`src/rtl/dram_burst_xfer_if.sv`:
```
// Bus bundle between the control/arbiter side and the DRAM burst engine.
// Optional DATA_MASK_EN adds the write byte mask and DM pin.
interface dram_burst_xfer_if #(
  parameter int unsigned BURST_LEN = 8
);
  localparam int unsigned BEAT_W = $clog2(BURST_LEN);
  localparam int unsigned LINE_W = 8 * BURST_LEN;

  logic              wr_en;
  logic              rd_en;
  logic              clear;
  logic [BEAT_W-1:0] offset;
  logic [LINE_W-1:0] wdata;
  logic [7:0]        dq_in;
  logic [7:0]        dq_out;
  logic              dq_oe;
  logic [LINE_W-1:0] rdata;
  logic              rdata_valid;
  logic              xfer_done;
  logic              busy;
`ifdef DATA_MASK_EN
  logic [BURST_LEN-1:0] wmask;
  logic                 dm_out;
`endif

`ifdef DATA_MASK_EN
  modport master (
    output wr_en, rd_en, clear, offset, wdata, dq_in, wmask,
    input  dq_out, dq_oe, rdata, rdata_valid, xfer_done, busy, dm_out
  );
  modport slave (
    input  wr_en, rd_en, clear, offset, wdata, dq_in, wmask,
    output dq_out, dq_oe, rdata, rdata_valid, xfer_done, busy, dm_out
  );
`else
  modport master (
    output wr_en, rd_en, clear, offset, wdata, dq_in,
    input  dq_out, dq_oe, rdata, rdata_valid, xfer_done, busy
  );
  modport slave (
    input  wr_en, rd_en, clear, offset, wdata, dq_in,
    output dq_out, dq_oe, rdata, rdata_valid, xfer_done, busy
  );
`endif
endinterface

```
`src/rtl/dram_burst_xfer.sv`:
```
// DRAM burst engine: serialises a line onto DQ for writes, assembles DQ beats into a line for reads.
// Optional feature macro DATA_MASK_EN adds a latched byte mask driven onto dm_out.
module dram_burst_xfer #(
  parameter int unsigned BURST_LEN = 8
) (
  input  logic             CLK,
  input  logic             nRST,
  dram_burst_xfer_if.slave bus
);
  localparam int unsigned BEAT_W = $clog2(BURST_LEN);
  localparam int unsigned LINE_W = 8 * BURST_LEN;
  localparam logic [BEAT_W-1:0] LAST_BEAT = BEAT_W'(BURST_LEN - 1);

  typedef enum logic [1:0] {
    S_IDLE  = 2'd0,
    S_WRITE = 2'd1,
    S_READ  = 2'd2,
    S_DONE  = 2'd3
  } state_t;

  state_t            r_state;
  logic [BEAT_W-1:0] r_cnt;
  logic [BEAT_W-1:0] r_off;
  logic [LINE_W-1:0] r_line;
  logic [LINE_W-1:0] r_rdata;
  logic [7:0]        r_dq_out;
  logic              r_dq_oe;
  logic              r_rdata_valid;
  logic              r_xfer_done;
  logic              r_busy;

  state_t            w_nxt_state;
  logic [BEAT_W-1:0] w_nxt_cnt;
  logic [BEAT_W-1:0] w_nxt_off;
  logic [LINE_W-1:0] w_nxt_line;
  logic [LINE_W-1:0] w_nxt_rdata;
  logic [7:0]        w_nxt_dq_out;
  logic              w_nxt_dq_oe;
  logic              w_nxt_rdata_valid;
  logic              w_nxt_xfer_done;
  logic [BEAT_W-1:0] w_beat_idx;
  logic [BEAT_W-1:0] w_beat_nxt;

`ifdef DATA_MASK_EN
  logic [BURST_LEN-1:0] r_mask;
  logic                 r_dm_out;
  logic [BURST_LEN-1:0] w_nxt_mask;
  logic                 w_nxt_dm_out;
`endif

  // Beat position within the line wraps modulo BURST_LEN.
  assign w_beat_idx = r_off + r_cnt;
  assign w_beat_nxt = r_off + r_cnt + BEAT_W'(1);

  // Next-state and registered-output decode; outputs are precomputed for the following cycle.
  always_comb begin
    w_nxt_state       = r_state;
    w_nxt_cnt         = r_cnt;
    w_nxt_off         = r_off;
    w_nxt_line        = r_line;
    w_nxt_rdata       = r_rdata;
    w_nxt_dq_out      = 8'h00;
    w_nxt_dq_oe       = 1'b0;
    w_nxt_rdata_valid = 1'b0;
    w_nxt_xfer_done   = 1'b0;
`ifdef DATA_MASK_EN
    w_nxt_mask        = r_mask;
    w_nxt_dm_out      = 1'b0;
`endif

    if (bus.clear) begin
      w_nxt_state = S_IDLE;
      w_nxt_cnt   = '0;
    end else begin
      unique case (r_state)
        S_IDLE: begin
          if (bus.wr_en) begin
            w_nxt_state  = S_WRITE;
            w_nxt_cnt    = '0;
            w_nxt_off    = bus.offset;
            w_nxt_line   = bus.wdata;
            w_nxt_dq_out = bus.wdata[{bus.offset, 3'b000} +: 8];
            w_nxt_dq_oe  = 1'b1;
`ifdef DATA_MASK_EN
            w_nxt_mask   = bus.wmask;
            w_nxt_dm_out = ~bus.wmask[bus.offset];
`endif
          end else if (bus.rd_en) begin
            w_nxt_state = S_READ;
            w_nxt_cnt   = '0;
            w_nxt_off   = bus.offset;
          end
        end

        S_WRITE: begin
          if (r_cnt == LAST_BEAT) begin
            w_nxt_state     = S_DONE;
            w_nxt_cnt       = '0;
            w_nxt_xfer_done = 1'b1;
          end else begin
            w_nxt_cnt    = r_cnt + BEAT_W'(1);
            w_nxt_dq_out = r_line[{w_beat_nxt, 3'b000} +: 8];
            w_nxt_dq_oe  = 1'b1;
`ifdef DATA_MASK_EN
            w_nxt_dm_out = ~r_mask[w_beat_nxt];
`endif
          end
        end

        S_READ: begin
          w_nxt_line[{w_beat_idx, 3'b000} +: 8] = bus.dq_in;
          if (r_cnt == LAST_BEAT) begin
            w_nxt_state       = S_DONE;
            w_nxt_cnt         = '0;
            w_nxt_rdata       = w_nxt_line;
            w_nxt_rdata_valid = 1'b1;
            w_nxt_xfer_done   = 1'b1;
          end else begin
            w_nxt_cnt = r_cnt + BEAT_W'(1);
          end
        end

        S_DONE: begin
          w_nxt_state = S_IDLE;
        end

        default: begin
          w_nxt_state = S_IDLE;
          w_nxt_cnt   = '0;
        end
      endcase
    end
  end

  // State and output registers.
  always_ff @(posedge CLK or negedge nRST) begin
    if (!nRST) begin
      r_state       <= S_IDLE;
      r_cnt         <= '0;
      r_off         <= '0;
      r_line        <= '0;
      r_rdata       <= '0;
      r_dq_out      <= 8'h00;
      r_dq_oe       <= 1'b0;
      r_rdata_valid <= 1'b0;
      r_xfer_done   <= 1'b0;
      r_busy        <= 1'b0;
`ifdef DATA_MASK_EN
      r_mask        <= '0;
      r_dm_out      <= 1'b0;
`endif
    end else begin
      r_state       <= w_nxt_state;
      r_cnt         <= w_nxt_cnt;
      r_off         <= w_nxt_off;
      r_line        <= w_nxt_line;
      r_rdata       <= w_nxt_rdata;
      r_dq_out      <= w_nxt_dq_out;
      r_dq_oe       <= w_nxt_dq_oe;
      r_rdata_valid <= w_nxt_rdata_valid;
      r_xfer_done   <= w_nxt_xfer_done;
      r_busy        <= (w_nxt_state != S_IDLE);
`ifdef DATA_MASK_EN
      r_mask        <= w_nxt_mask;
      r_dm_out      <= w_nxt_dm_out;
`endif
    end
  end

  assign bus.dq_out      = r_dq_out;
  assign bus.dq_oe       = r_dq_oe;
  assign bus.rdata       = r_rdata;
  assign bus.rdata_valid = r_rdata_valid;
  assign bus.xfer_done   = r_xfer_done;
  assign bus.busy        = r_busy;
`ifdef DATA_MASK_EN
  assign bus.dm_out      = r_dm_out;
`endif

endmodule

```
`src/flat_wrapper.sv`:
```
// flat-port wrapper written by rule: the top's interface ports become plain ports
module dram_burst_xfer_flat 
#(
  parameter int unsigned BURST_LEN = 8
)
  (CLK, nRST, bus_wr_en, bus_rd_en, bus_clear, bus_offset, bus_wdata, bus_dq_in, bus_dq_out, bus_dq_oe, bus_rdata, bus_rdata_valid, bus_xfer_done, bus_busy);
  dram_burst_xfer_if #(.BURST_LEN(BURST_LEN)) bus_i ();
  input  logic CLK;
  input  logic nRST;
  input wire logic [$bits(bus_i.wr_en)-1:0] bus_wr_en;
  input wire logic [$bits(bus_i.rd_en)-1:0] bus_rd_en;
  input wire logic [$bits(bus_i.clear)-1:0] bus_clear;
  input wire logic [$bits(bus_i.offset)-1:0] bus_offset;
  input wire logic [$bits(bus_i.wdata)-1:0] bus_wdata;
  input wire logic [$bits(bus_i.dq_in)-1:0] bus_dq_in;
  output wire logic [$bits(bus_i.dq_out)-1:0] bus_dq_out;
  output wire logic [$bits(bus_i.dq_oe)-1:0] bus_dq_oe;
  output wire logic [$bits(bus_i.rdata)-1:0] bus_rdata;
  output wire logic [$bits(bus_i.rdata_valid)-1:0] bus_rdata_valid;
  output wire logic [$bits(bus_i.xfer_done)-1:0] bus_xfer_done;
  output wire logic [$bits(bus_i.busy)-1:0] bus_busy;
  assign bus_i.wr_en = bus_wr_en;
  assign bus_i.rd_en = bus_rd_en;
  assign bus_i.clear = bus_clear;
  assign bus_i.offset = bus_offset;
  assign bus_i.wdata = bus_wdata;
  assign bus_i.dq_in = bus_dq_in;
  assign bus_dq_out = bus_i.dq_out;
  assign bus_dq_oe = bus_i.dq_oe;
  assign bus_rdata = bus_i.rdata;
  assign bus_rdata_valid = bus_i.rdata_valid;
  assign bus_xfer_done = bus_i.xfer_done;
  assign bus_busy = bus_i.busy;
  dram_burst_xfer #(.BURST_LEN(BURST_LEN)) u_core (.CLK(CLK), .nRST(nRST), .bus(bus_i));
endmodule
```
`config.mk`:
```
export PLATFORM = sky130hd
export DESIGN_NAME = dram_burst_xfer_flat
export DESIGN_NICKNAME = d
export VERILOG_FILES = /design/src/rtl/dram_burst_xfer_if.sv /design/src/rtl/dram_burst_xfer.sv /design/src/flat_wrapper.sv
export SDC_FILE = /design/constraint.sdc
export NUM_CORES = 1
export LEC_CHECK = 0
export ABC_AREA = 1
export CORE_ASPECT_RATIO = 0.5
export CORE_MARGIN = 3
export CORE_UTILIZATION = 40
export CTS_CLUSTER_SIZE = 30
export DETAILED_ROUTE_END_ITERATION = 7
export PLACE_DENSITY = 0.76
export SLEW_MARGIN = 5
export SYNTH_ARGS = -nofsm -noshare
export SYNTH_HDL_FRONTEND = slang
export SYNTH_SLANG_ARGS = --single-unit
export TNS_END_PERCENT = 5
```
`constraint.sdc`:
```
create_clock -name CLK -period 5.8 [get_ports CLK]
set_input_delay 1.45 -clock CLK [delete_from_list [all_inputs] [get_ports CLK]]
set_output_delay 1.45 -clock CLK [all_outputs]
set_load 0.01 [all_outputs]
```
==> Word level (Yosys, flattened, before mapping) <==
Index checks and enable logic that the tools add are counted.
{ "totals": {"register_bits": 148, "elab_cells": 63, "input_bits": 80} }
{ "classes": {"muxes": 28, "addsub": 4, "n_reduce_logical": 10, "n_bitwise": 1, "eq_ne": 6, "shift": 4} }
{ "op_table": {"columns": ["op", "n"], "rows": [
  ["64-bit case mux with 2 select lines", 1],
  ["64-bit by 7-bit indexed part select with 8-bit output", 2],
  ["64-bit bitwise mux", 1],
  ["64-bit two-way mux", 1],
  ["8-bit by 8-bit variable shift with 64-bit output, first input constant", 1],
  ["8-bit by 8-bit indexed part select with 64-bit output", 1],
  ["8-bit two-way mux", 3],
  ["3-bit two-way mux", 6],
  ["8-bit case mux with 2 select lines", 1],
  ["3-bit AND reduction", 3],
  ["1-bit two-way mux", 8],
  ["2-bit two-way mux", 4],
  ["6-bit negator with 8-bit output", 1],
  ["3-bit by 1-bit adder with 3-bit output, second input constant", 2],
  ["2-bit case mux with 3 select lines", 1],
  ["3-bit case mux with 2 select lines", 1],
  ["2-bit nonzero test", 3],
  ["2-bit equality test, second input constant", 2],
  ["4-bit != test, second input constant", 1],
  ["3-bit adder", 1],
  ["3-bit equality test, second input constant", 1],
  ["3-bit nonzero test", 1],
  ["2-bit by 1-bit equality test with 1-bit output, second input constant", 1],
  ["2-bit logical NOT", 1],
  ["other kinds (5)", 5]
]} }

==> Logic depth before layout (Yosys ltp) <==
{ "depth": {"word_depth": 6, "ltp_mapped": 15, "depth_no_buf": 14} }

==> Worst setup path before layout <==
OpenSTA, ideal clock, no wires.
{ "synth_path": {"kind": "register to register", "start": "register u_core.r_cnt[0]", "end": "register u_core.r_line[2]", "setup_time_ps": 116, "path_stages_with_launch": 14, "n_path_buf": 0, "t_arrival_ps": 2620, "setup_slack_ps": 3064, "path_cell_list": "dfrtp_1 ha_1 fa_1 inv_1 ha_1 ha_1 inv_2 nand2_1 nor2_2 nand3_2 nand2_1 nand3_1 nand2_1 nand2_1"} }
{ "synth_via": {"elab_chain_cells": 5} }
{ "synth_rtl": {"columns": ["item", "line_no", "rtl"], "rows": [
  ["start, declared", "dram_burst_xfer.sv:22", "logic [BEAT_W-1:0] r_cnt;"],
  ["start signal, assigned", "dram_burst_xfer.sv:154", "r_cnt <= w_nxt_cnt;"],
  ["3-bit adder *", "dram_burst_xfer.sv:52", "assign w_beat_idx = r_off + r_cnt;"],
  ["6-bit negator with 8-bit output *", "dram_burst_xfer.sv:111", "w_nxt_line[{w_beat_idx, 3'b000} +: 8] = bus.dq_in;"],
  ["8-bit by 8-bit indexed part select with 64-bit output / 8-bit by 8-bit variable shift with 64-bit output (equally long branches)", "dram_burst_xfer.sv:111", null],
  ["64-bit bitwise mux *", "dram_burst_xfer.sv:111", null],
  ["64-bit case mux with 2 select lines *", "dram_burst_xfer.sv:75", "unique case (r_state)"],
  ["end signal, assigned", "dram_burst_xfer.sv:156", "r_line <= w_nxt_line;"],
  ["end, declared", "dram_burst_xfer.sv:24", "logic [LINE_W-1:0] r_line;"]
]} }
Every way passes the cells marked *; elsewhere a longest branch is shown, timed or not.
A chain may end at the register's enable or synchronous reset.

==> Worst setup path in the final report <==
{ "layout_path": {"start": "register u_core.r_cnt[0]", "end": "register u_core.r_line[7]"} }
Same word-level chain as after synthesis.

==> reports/metrics.csv <==
stage,metric,value,unit
yosys,mapped cell area,8480,um2
routing,DRT iter0 DRCs,1163,
worst_setup_path,"Worst Path Class, Setup",reg2reg,
worst_setup_path,"Cell Chain, Critical Path",ha_1 > fa_1 > ha_1 > inv_1 > nand2_2 > nor2_2 > nand3_2 > nand2_1 > nand3_1 > nand2_1 > nand2_1,
global_routing,met1 usage,0.432,
min_path,hold depth,2,
worst_setup_path,Critical Path End,u_core.r_line[7],
yosys,Commonest cells post-synth,"nand2_1 (343), dfrtp_1 (148), nand3_1 (127), nor2_1 (119), o21ai_0 (115)",
yosys,ys async rst share,1.00,
clock_network,Clock Path Buffers,2,
routing,routed vias/inst,5.68,
worst_setup_path,Worst Path Arrival,4.63,ns
min_path,hold_sp,u_core.bus.rdata[59],
floorplan,Core ar.,20100,um2
yosys,sequential area share after synthesis,0.437,
placed_design,post-DP HPWL,23600,um
timing,worst-margin pin slew,1.16,ns
yosys,synth top area cells,"dfrtp_1 (44%), nand2_1 (15%), nand3_1 (7.5%), o21ai_0 (6.8%), nor2_1 (5.3%)",
clock_network,clk sinks,148,
worst_setup_path,worst reg-to-reg path cell count,11,
timing,Clock Skews,0.00549,ns
timing,Setup Viol. Count Final,0,
timing,RSZ-0062 raised after global routing,false,
power,peak supply drop,0.000230,V
worst_setup_path,CP peak stage delay,0.99,ns
outcome,run status,"complete, no violations",
clock_network,H-tree Lvls,4,
clock_network,TritonCTS clock tree,built,
yosys,synthesized area per cell,7.13,um2
timing,worst setup margin,1.50,ns
global_routing,vias in the first global route,8099,
timing,Final Max Tran Viols,0,
yosys,Mapped Cells,1188,
clock_network,cts-stage hold buffer count,0,
worst_setup_path,FF-to-FF Start,u_core.r_cnt[0],
worst_setup_path,worst endpoint required time,6.13,ns
timing,Final Hold Fails,0,
min_path,class of the worst hold path,reg2reg,
timing,headroom to the max-slew limit,0.228,
placed_design,pre-CTS WS,1.63,ns
global_routing,GRT met3 Usage,0.0802,
yosys,"EDFF count, synth",0,
job,Max Cap Viol,0,
routing,routed wire length,32200,um
cells_and_area,share of layout cells above drive strength 1,0.0481,
clock_network,total setup buffers inserted after CTS,0,
yosys,#FFs+latches synth,148,
yosys,post-synthesis net count,1279,
cells_and_area,fin nets,1389,
cells_and_area,Syn-to-layout area delta,25.6,%
global_routing,first-pass GRT wire length,48100,um
placed_design,PortBufs,155,
cells_and_area,n_diodes,0,
yosys,synth unique cells,33,
yosys,Yosys top cell area share,0.437,
routing,Routed Antenna Nets,0,
global_routing,antenna violations before repair,1,
worst_setup_path,CP endpoint kind,register,
timing,crit share post-route,0.742,
power,Power Density,380,nW/um2
worst_setup_path,CP most frequent cell,nand2_1,
yosys,Yosys top cell by area,dfrtp_1,
routing,# DRC,0,
timing,Setup TNS,0,ns
floorplan,Die H,109,um
floorplan,Die X,212,um
global_routing,largest net degree at the start of global routing,90,
clock_network,Root Buffer,clkbuf_16,
worst_setup_path,slowest CP cell,inv_1,
timing,max frequency,0.232,GHz
worst_setup_path,Crit. Startpoint,u_core.r_cnt[0],
worst_setup_path,"setup slack, reg-to-reg",1.50,ns
worst_setup_path,critical path peak fanout,33,
yosys,Ys Warns,0,
clock_network,PostCTS Resize Cnt,0,
clock_network,cts bufs inserted,17,
floorplan,Die ar.,23100,um2
global_routing,All-Layer GR Usage,0.278,
routing,per-cell routed wire length,20.4,um
floorplan,io pins,156,
global_routing,M2 GR Usage,0.373,
worst_setup_path,Reg-to-Reg End,u_core.r_line[7],
routing,DR pass1 iterations,6,
placed_design,Final GP Congestion,0.997,
yosys,leading cell type by number of instances after synthesis,nand2_1,
power,Leak,4.85,nW
clock_network,Worst-path clk slew,0.06,ns
clock_network,clk_lat worst skew,0.43,ns
yosys,top_reg_cell synth,dfrtp_1,
floorplan,row cnt,36,
timing,Tmin final,4.30,ns
global_routing,Top Usage Layer GRT,met1,
global_routing,global route overflow,0,
routing,via count,8948,
floorplan,Starting Density,0.421,
worst_setup_path,CP startpoint kind,register,
power by group:
group	internal, W	leakage, nW	switching, W
sequential	0.00121	1.85	0.000152
clock	0.000601	0.266	0.000441
combinational	0.000500	2.73	0.00114
total	0.00231	4.85	0.00174
flip-flops by register name (all words and copies together) (netlist names):
signal / count
u_core.bus.rdata: 64
u_core.r_line: 64
u_core.bus.dq_out: 8
u_core.r_cnt: 3
u_core.r_off: 3
u_core.r_state: 2
u_core.bus.busy: 1
u_core.bus.dq_oe: 1
u_core.bus.rdata_valid: 1
u_core.bus.xfer_done: 1
routing by layer:
metal / routed length [um] / up-vias
met5: 0 / -
li1: - / 4142
met2: 12900 / 531
met4: 420 / 0
met3: 3960 / 39
met1: 14900 / 4236
placed cells by master, fill, tap and decap left out, drive strengths merged:
| cell | n |
|---|---|
| o22ai | 1 |
| o31ai | 1 |
| o21bai | 1 |
| nand4 | 8 |
| fa | 1 |
| a211oi | 1 |
| nor3 | 3 |
| inv | 87 |
| nor2 | 124 |
| a31oi | 32 |
| nand2 | 347 |
| ha | 10 |
| o21ai | 119 |
| clkinv | 9 |
| dfrtp | 148 |
| or2 | 1 |
| buf | 9 |
| nand3 | 130 |
| clkinvlp | 3 |
| mux2 | 2 |
| clkbuf | 19 |
| bufinv | 1 |
| o211ai | 33 |
| clkdlybuf4s50 | 153 |
| a21oi | 66 |
worst min path at each step:
stage	end	slack (ns)
global placement	u_core.bus.rdata[13]	0.47
detailed placement	u_core.bus.rdata[9]	0.47
CTS	u_core.bus.rdata[31]	0.49
floorplan	u_core.r_line[48]	0.47
global route	u_core.bus.rdata[24]	0.51
finish	u_core.bus.rdata[59]	0.49
metrics by stage:
step                      instances  hold slack, ns  cell area, um2   util  total power (W)
after global routing           1575           0.512           10600  0.529          0.00426
final                          1575           0.487           10600  0.529          0.00404
after CTS                      1575           0.491           10600  0.529          0.00399
after detailed placement       1545           0.470           10100  0.502          0.00294
after floorplan                1188           0.471            8480      -          0.00239
after global placement         1545           0.466           10100  0.502          0.00293
critical path, delay by kind of cell, from the launching register on:
family | cells | cell delay [ns]
adder cells (fa/ha/maj) | 3 | 1.46
buffers and inverters | 1 | 0.99
AND/OR/NAND/NOR | 7 | 1.29
flip-flops | 1 | 0.44
logic make-up after synthesis:
logic type	after synthesis	share of synthesized area
and+or+nand+nor	613	0.302
AOI/OAI and AO/OA	254	0.165
buffers and inverters	160	0.0757
DFF	148	0.437
adders and majority gates	11	0.0171
muxes	2	0.00266
layout make-up:
class	instances	area, um2
well taps	266	333
repair buffers	162	1600
flip-flops and latches	148	3700
clock inverters	11	87.6
multi-input cells	880	4130
clock buffers	19	453
inverters	89	334
fillers	1948	9490
Power figures use the tool's default switching activity.
